<file path="src/rtl/acc_mem_arb_pkg.sv">
// acc_mem_arb_pkg: shared state encoding and line geometry for the accelerator memory arbiter
package acc_mem_arb_pkg;
  localparam int LINE_WORDS = 16;
  localparam int IDX_W = $clog2(LINE_WORDS);
  localparam int CNT_W = IDX_W + 1;
  typedef enum logic [2:0] {IDLE, RD_BURST, RD_VALID, WR, WR_DONE} arb_state_t;
endpackage

</file>
<file path="src/rtl/acc_line_buffer.sv">
// acc_line_buffer: line register assembled one word at a time, cleared by reset
module acc_line_buffer
  import acc_mem_arb_pkg::*;
#(
  parameter int WORD_SIZE = 32
) (
  input  logic                              clk,
  input  logic                              rst_n,
  input  logic                              wr_en,
  input  logic [IDX_W-1:0]                  wr_idx,
  input  logic [WORD_SIZE-1:0]              wr_data,
  output logic [LINE_WORDS*WORD_SIZE-1:0]   line
);
  logic [LINE_WORDS-1:0][WORD_SIZE-1:0] words_q, words_d;
  always_comb begin
    words_d = words_q;
    if (wr_en) words_d[wr_idx] = wr_data;
  end
  always_ff @(posedge clk or negedge rst_n) begin
    if (!rst_n) words_q <= '0;
    else words_q <= words_d;
  end
  assign line = words_q;
endmodule

</file>
<file path="src/rtl/acc_mem_arbiter.sv">
// acc_mem_arbiter: shares one word-wide memory port, CPU first, accelerator in CPU-idle cycles
module acc_mem_arbiter
  import acc_mem_arb_pkg::*;
#(
  parameter int ADDR_SIZE   = 16,
  parameter int WORD_SIZE   = 32,
  parameter int LINE_SIZE   = LINE_WORDS * WORD_SIZE,
  parameter int ADDR_STRIDE = 1
) (
  input  logic                 clk,
  input  logic                 rst_n,
  input  logic [ADDR_SIZE-1:0] cpu_mem_addr,
  input  logic                 cpu_mem_rd_en,
  input  logic                 cpu_mem_wr_en,
  input  logic [WORD_SIZE-1:0] cpu_mem_wr_data,
  output logic [WORD_SIZE-1:0] cpu_mem_rd_data,
  input  logic                 acc_rd_en,
  input  logic [ADDR_SIZE-1:0] acc_rd_addr,
  output logic [LINE_SIZE-1:0] acc_rd_data,
  output logic                 acc_rd_data_valid,
  input  logic                 acc_wr_en,
  input  logic [ADDR_SIZE-1:0] acc_wr_addr,
  input  logic [WORD_SIZE-1:0] acc_wr_data,
  output logic                 acc_wr_done,
  output logic [ADDR_SIZE-1:0] mem_addr,
  output logic                 mem_rd_en,
  output logic                 mem_wr_en,
  output logic [WORD_SIZE-1:0] mem_wr_data,
  input  logic [WORD_SIZE-1:0] mem_rd_data
);
  arb_state_t state_q, state_d;
  logic [CNT_W-1:0] issued_q, issued_d, returned_q, returned_d;
  logic pend_q, pend_d;
  logic [ADDR_SIZE-1:0] base_q, base_d, wr_addr_q, wr_addr_d;
  logic [WORD_SIZE-1:0] wr_data_q, wr_data_d;
  logic cpu_busy, start_rd, start_wr, issue_rd, issue_wr;
  logic [ADDR_SIZE-1:0] rd_addr;
  assign cpu_busy = cpu_mem_rd_en | cpu_mem_wr_en;
  assign cpu_mem_rd_data = mem_rd_data;
  always_ff @(posedge clk or negedge rst_n) begin
    if (!rst_n) state_q <= IDLE;
    else state_q <= state_d;
  end
  always_comb begin
    state_d = state_q;
    case (state_q)
      IDLE:     state_d = acc_rd_en ? RD_BURST : acc_wr_en ? WR : IDLE;
      RD_BURST: state_d = (returned_d == CNT_W'(LINE_WORDS)) ? RD_VALID : RD_BURST;
      WR:       state_d = cpu_busy ? WR : WR_DONE;
      default:  state_d = IDLE;
    endcase
  end
  always_comb begin
    acc_rd_data_valid = state_q == RD_VALID;
    acc_wr_done       = state_q == WR_DONE;
  end
  always_comb begin
    start_rd   = state_q == IDLE && acc_rd_en;
    start_wr   = state_q == IDLE && !acc_rd_en && acc_wr_en;
    issue_rd   = state_q == RD_BURST && !cpu_busy && issued_q < CNT_W'(LINE_WORDS);
    issue_wr   = state_q == WR && !cpu_busy;
    rd_addr    = base_q + ADDR_SIZE'(ADDR_STRIDE) * ADDR_SIZE'(issued_q);
    issued_d   = start_rd ? '0 : issued_q + CNT_W'(issue_rd);
    returned_d = start_rd ? '0 : returned_q + CNT_W'(pend_q);
    pend_d     = issue_rd;
    base_d     = start_rd ? acc_rd_addr : base_q;
    wr_addr_d  = start_wr ? acc_wr_addr : wr_addr_q;
    wr_data_d  = start_wr ? acc_wr_data : wr_data_q;
  end
  // CPU owns the port whenever it is busy; the accelerator only fills idle cycles
  always_comb begin
    mem_addr    = cpu_busy ? cpu_mem_addr : issue_rd ? rd_addr : issue_wr ? wr_addr_q : '0;
    mem_rd_en   = cpu_busy ? cpu_mem_rd_en : issue_rd;
    mem_wr_en   = cpu_busy ? cpu_mem_wr_en : issue_wr;
    mem_wr_data = cpu_busy ? cpu_mem_wr_data : issue_wr ? wr_data_q : '0;
  end
  always_ff @(posedge clk or negedge rst_n) begin
    if (!rst_n) begin
      issued_q   <= '0;
      returned_q <= '0;
      pend_q     <= 1'b0;
      base_q     <= '0;
      wr_addr_q  <= '0;
      wr_data_q  <= '0;
    end else begin
      issued_q   <= issued_d;
      returned_q <= returned_d;
      pend_q     <= pend_d;
      base_q     <= base_d;
      wr_addr_q  <= wr_addr_d;
      wr_data_q  <= wr_data_d;
    end
  end
  acc_line_buffer #(.WORD_SIZE(WORD_SIZE)) u_line (
    .clk     (clk),
    .rst_n   (rst_n),
    .wr_en   (pend_q),
    .wr_idx  (returned_q[IDX_W-1:0]),
    .wr_data (mem_rd_data),
    .line    (acc_rd_data)
  );
endmodule

</file>
<file path="config.mk">
export PLATFORM = sky130hd
export DESIGN_NAME = acc_mem_arbiter
export DESIGN_NICKNAME = d
export VERILOG_FILES = /design/src/rtl/acc_mem_arb_pkg.sv /design/src/rtl/acc_line_buffer.sv /design/src/rtl/acc_mem_arbiter.sv
export SDC_FILE = /design/constraint.sdc
export NUM_CORES = 1
export LEC_CHECK = 0
export CAP_MARGIN = 20
export CORE_AREA = 2 2 287 289
export CTS_BUF_LIST = sky130_fd_sc_hd__clkbuf_8 sky130_fd_sc_hd__clkbuf_16
export CTS_CLUSTER_SIZE = 30
export DETAILED_ROUTE_END_ITERATION = 8
export DIE_AREA = 0 0 289 291
export MAX_ROUTING_LAYER = met4
export SLEW_MARGIN = 20
export SYNTH_ARGS = -nofsm -noshare
export SYNTH_HDL_FRONTEND = slang
export SYNTH_SLANG_ARGS = --single-unit
</file>
<file path="constraint.sdc">
create_clock -name clk -period 4.05 [get_ports clk]
set_input_delay 0.6075 -clock clk [delete_from_list [all_inputs] [get_ports clk]]
set_output_delay 0.6075 -clock clk [all_outputs]
set_load 0.05 [all_outputs]
</file>
Word-level counts from Yosys, hierarchy flattened
Cells that the tools add are included.
Word-level totals
  bits in registers: 590
  input bits: 150
  output and inout bits: 596
  logic and storage cells: 62
Cells by class
  add/subtract/negate cells: 3
  order comparisons: 3
  equal/unequal tests: 5
  mux-type cells: 17
  bitwise gates (word level): 1
  reductions and logical operators: 10
Operators with widths (count)
  bitwise mux 512 bit: 1
  demux 32 bit (select 4 bit): 1
  two-way mux 32 bit: 3
  two-way mux 16 bit: 3
  adder 16 x 5 -> 16 bit: 1
  adder 5 x 1 -> 5 bit: 2
  two-way mux 5 bit: 2
  case mux 3 bit (3 select lines): 1
  logical AND 1 bit: 7
  equality test 3 x 2 -> 1 bit (second input constant): 2
  two-way mux 2 bit: 3
  equality test 5 bit (second input constant): 1
  less-than comparator 4 x 5 -> 1 bit (second input constant): 1
  less-than comparator 5 bit (second input constant): 1
  greater-or-equal comparator 4 x 1 -> 1 bit (second input constant): 1
  equality test 3 x 1 -> 1 bit (second input constant): 1
  equality test 3 bit (second input constant): 1
  zero test 3 bit: 1
  two-way mux 3 bit: 1
  zero test 1 bit: 2
  two-way mux 1 bit: 2
  bitwise OR 1 bit: 1

Logic depth before layout (Yosys ltp)
Gate-level depths: netlist (run 1).
  depth in word-level cells: 6
  mapped depth: 9
  depth with buffers taken out: 8

By module
A second synthesis (run 1) with hierarchy kept.
Second synthesis, totals
  cell total of the unflattened synthesis: 1501
  area total of the unflattened synthesis: 23394.9 um^2
By module, submodules not included
  acc_line_buffer: times used 1, cells each 1133, area each 19080.8 um^2, sequential area each 12812.3 um^2
  acc_mem_arbiter: times used 1, cells each 368, area each 4314.1 um^2, sequential area each 1951.9 um^2

Worst setup path after synthesis (run 1)
No wires, ideal clock.
  path type: register -> output
  start point: register issued_q[0]
  end point: output mem_addr[10]
  arrival: 2.714 ns
  required time: 3.442 ns
  setup slack: 0.728 ns
  stages on the path, launching flop included: 8
  path buffers: 0
  path through: dfrtp_1 ha_1 fa_1 a211oi_1 o21bai_1 nand3_1 xor2_1 o21ai_0
Between the ends
  word-level cells in the longest chain between the ends: 4
  elaborated cells between the ends (all ways): 5
  classes of those cells: 1 x add/sub; 1 x order compare; 2 x mux; 1 x reduce/logical
RTL lines
  start, declared: line acc_mem_arbiter.sv:32  | logic [CNT_W-1:0] issued_q, issued_d, returned_q, returned_d;
  start signal, assigned: line acc_mem_arbiter.sv:86  | issued_q <= issued_d;
  parallel branches: the longest is 2 deep, another holds adder 16 x 5 -> 16 bit
  two-way mux 16 bit * (2 in series): line acc_mem_arbiter.sv:72  | mem_addr = cpu_busy ? cpu_mem_addr : issue_rd ? rd_addr : issue_wr ? wr_addr_q : '0;
  end, declared: line acc_mem_arbiter.sv:25  | output logic [ADDR_SIZE-1:0] mem_addr,
Every way passes the cells marked *.

Worst setup path after layout (run 1)
  start point: register issued_q[0]
  end point: output mem_addr[14]
The elaborated chain is that of the path after synthesis.

==> metrics, run 1 <==
fin util 43.1%; synthesized cell area 0.0236 mm2; PortBufs 745; Yosys cell types between 40 and 50; crit path cell chain ha_1 > fa_1 > a211oi_1 > o21bai_1 > nand3_1 > xor2_1 > o21ai_0 > buf_12; layout cell share with drive strength beyond 1 35.2%; pre-CTS setup slack 0.801 ns; delay of the slowest critical-path stage 0.45 ns; die area 0.0841 mm2; Yosys Warn Count 0; chip width 289 um; first-pass GRT wire length between 100000 and 150000 um; sw frac 41.3%; post-synthesis net count about 1700; Setup-failing EPs final 0; Num CTS Buffers between 60 and 70; initial DRC count between 700 and 800; Max Freq roughly 260 MHz; Die H 291 um; area grow syn2layout 48.3%; slowest cell on the critical path fa_1; Async SR Flop Fraction 100%; Final Critical Period around 3.8 ns; Worst Hold Class input pin to asynchronous set/reset pin; Post-CTS Hold Buffers 0; combinational power share between 40 and 50%; CTS Buffer Depth 3; Post-synth EDFFs 0; postcts setup bufs 0; Initial Utilization 29.1%; GPL Wtd Cong 0.904; Worst-Skew Late Latency slightly above 0.6 ns; Internal Power 15.3 mW; sequential fraction of the synthesis area 62.5%; Net Sw Power 10.8 mW; Worst EP arrival 3.19 ns; Routed Antenna Nets 0; Overall Power 26.1 mW; Flop pwr share 33.2%; max_slew headroom 29.6%; total length of routed wires 85000 um; CTS H-tree lvls 3; predominant post-synthesis flop cell dfrtp_1; Clock Sinks 590; CP Launch Type flip-flop; reported max-cap violation count 0; Rows 105; RSZ-0062 raised after global routing no; via-per-instance ratio 4.70; routed len/inst roughly 25 um; largest net degree at the start of global routing 83; Reg2Reg Depth 5; Clk network pwr share between 20 and 25%; Synth Instances 1507; clk_skew between 0.02 and 0.03 ns; number of nets in the layout 2412; CTS tree done; GRT Total Usage 20.3%; GRT overflow 0; crit-path max FO 5; Worst-Margin Slew 1.06 ns; pwr dens 745 mW/mm2; Reg clk slew, reported paths approximately 0.060 ns; dpl hpwl ~63000 um; maximum VDD drop roughly 400 uV; root buffer cell clkbuf_16; vias in the first global route 16924; Synth Register Bits 590; Pre-Repair DR Iteration Count 5; reg2reg setup slack 1.21 ns; Final Cycle Share ~94%; Crit path required time approximately 3.4 ns; status completed; # DRC 0; Synth Area per Inst 15.7 um2; Worst setup EP type output port; post-cts sizing count 0; core outline area between 0.08 and 0.09 mm2; Final Hold Viols 0; setup ws final 0.257 ns; Setup Crit Path Kind flip-flop to output port; leakage power 15.7 nW; IO Pins between 700 and 800; Setup TNS Final 0 ns; number of antenna violations at the first check in global routing 2; via count 15813; Max Slew Vio Count 0
-- cell usage after synthesis, drive strengths merged (4+ instances only) --
library cell | n | area share, %
a22oi | 14 | 0.44
xor2 | 13 | 0.48
nor2b | 6 | 0.16
clkbuf | 44 | 0.70
nand3 | 17 | 0.36
inv | 7 | 0.11
a211oi | 4 | 0.13
mux2 | 573 | 28
nor2 | 22 | 0.35
nor3 | 4 | 0.13
nand2 | 13 | 0.22
dfrtp | 590 | 62
xnor2 | 5 | 0.19
a22o | 32 | 1.2
buf | 96 | 2.7
nand2b | 6 | 0.16
o21ai | 22 | 0.47
nand3b | 4 | 0.13
ha | 9 | 0.48
-- power by group through the flow --
stage | sequential (mW) | combinational [mW] | clock (mW)
after floorplan | 13.1 | 2.61 | 0
after global placement | 8.68 | 11.4 | 0
after detailed placement | 8.76 | 11.5 | 0
after CTS | 8.68 | 11.5 | 6.18
after global routing | 8.87 | 11.8 | 6.40
final | 8.67 | 11.4 | 5.99
-- final timing paths --
path                                              start                      endpoint
setup / recovery                  issued_q[0]$_DFF_PN0_                  mem_addr[14]
hold / removal                                    rst_n      wr_data_q[2]$_DFFE_PN0P_
setup reg to reg                returned_q[3]$_DFF_PN0_  u_line.line[166]$_DFFE_PN0P_
hold reg to reg            u_line.line[166]$_DFFE_PN0P_  u_line.line[166]$_DFFE_PN0P_
max in group asynchronous                         rst_n  u_line.line[441]$_DFFE_PN0P_
min in group clk           u_line.line[166]$_DFFE_PN0P_  u_line.line[166]$_DFFE_PN0P_
-- critical path: cells and delay by family (launching register included) --
family	cells	cell delay (ns)
adders and majority gates	2	0.70
AOI/OAI and AO/OA	3	1.01
DFF	1	0.39
xor gates and xnor gates	1	0.10
and+or+nand+nor	1	0.20
buffers and inverters	1	0.19
-- cell families (layout without fill, tap and decap cells) --
| logic type | after synthesis | after routing | synth area share [%] |
|---|---|---|---|
| xor gates and xnor gates | 18 | 18 | 0.667 |
| DFF | 590 | 590 | 62.5 |
| muxes | 573 | 573 | 28.3 |
| other | 0 | 1 | 0 |
| adders and majority gates | 10 | 10 | 0.561 |
| buffers and inverters | 147 | 936 | 3.52 |
| AOI/OAI and AO/OA | 82 | 82 | 2.57 |
| and+or+nand+nor | 87 | 87 | 1.94 |
-- per-layer routing --
metal | vias up | part of all wire [%] | global-route usage, %
li1 | 6786 | - | -
met1 | 8271 | 38 | 22.2
met2 | 628 | 51 | 35.5
met3 | 128 | 7.7 | 5.92
met4 | 0 | 3.1 | 6.10
met5 | - | 0 | -
-- final cells by class --
cell class	count	area, um2
diodes	1	2.50
clock buffers	86	1970
clock inverters	28	224
fillers	7332	46200
inverters	7	26.3
multi-input cells	770	8120
flip-flops and latches	590	14800
well taps	1070	1340
repair buffers	815	8580
-- sequential cells by signal, indices dropped and copies added, names as in the netlist --
| signal | count |
|---|---|
| pend_q | 1 |
| wr_data_q | 32 |
| u_line.line | 512 |
| state_q | 3 |
| wr_addr_q | 16 |
| issued_q | 5 |
| base_q | 16 |
| returned_q | 5 |
-- per-stage QoR --
| step | hold slack, ns | std cells | instance area (um2) |
|---|---|---|---|
| 4_1_cts | 0.0639 | 3366 | 35000 |
| 3_3_place_gp | 0.472 | 3252 | 32800 |
| 3_5_place_dp | 0.486 | 3252 | 32800 |
| 2_1_floorplan | 0.312 | 1507 | 23600 |
| 5_1_grt | 0.0807 | 3367 | 35000 |
| 6_report | 0.0709 | 3367 | 35000 |
-- layout by cell type (no fill, tap or decap), drive strengths merged, types with 2 or more instances in the layout --
cell type | Yosys | layout
nand3b | 4 | 4
dfrtp | 590 | 590
nor3b | 2 | 2
a222oi | 2 | 2
ha | 9 | 9
a211oi | 4 | 4
nor2 | 22 | 22
mux2 | 573 | 573
and2 | 2 | 2
clkdlybuf4s50 | 0 | 695
nor2b | 6 | 6
or2 | 3 | 3
o21ai | 22 | 22
nor3 | 4 | 4
inv | 7 | 24
a22oi | 14 | 14
nand4 | 2 | 2
nand3 | 17 | 17
clkbuf | 44 | 86
a21o | 2 | 2
a22o | 32 | 32
nand2 | 13 | 13
nand2b | 6 | 6
clkinv | 0 | 9
buf | 96 | 120
xnor2 | 5 | 5
or4 | 2 | 2
xor2 | 13 | 13
Note: power is estimated with default switching activity, not from simulation.
==> inputs of run 2 (changes only) <==
--- a/config.mk
+++ b/config.mk
@@ -8,7 +8,6 @@
 export CAP_MARGIN = 20
 export CORE_AREA = 2 2 287 289
 export CTS_BUF_LIST = sky130_fd_sc_hd__clkbuf_8 sky130_fd_sc_hd__clkbuf_16
-export CTS_CLUSTER_SIZE = 30
 export DETAILED_ROUTE_END_ITERATION = 8
 export DIE_AREA = 0 0 289 291
 export MAX_ROUTING_LAYER = met4
==> results of run 2 <==
The final DEF is identical to that of run 1; final timing and power are the same.
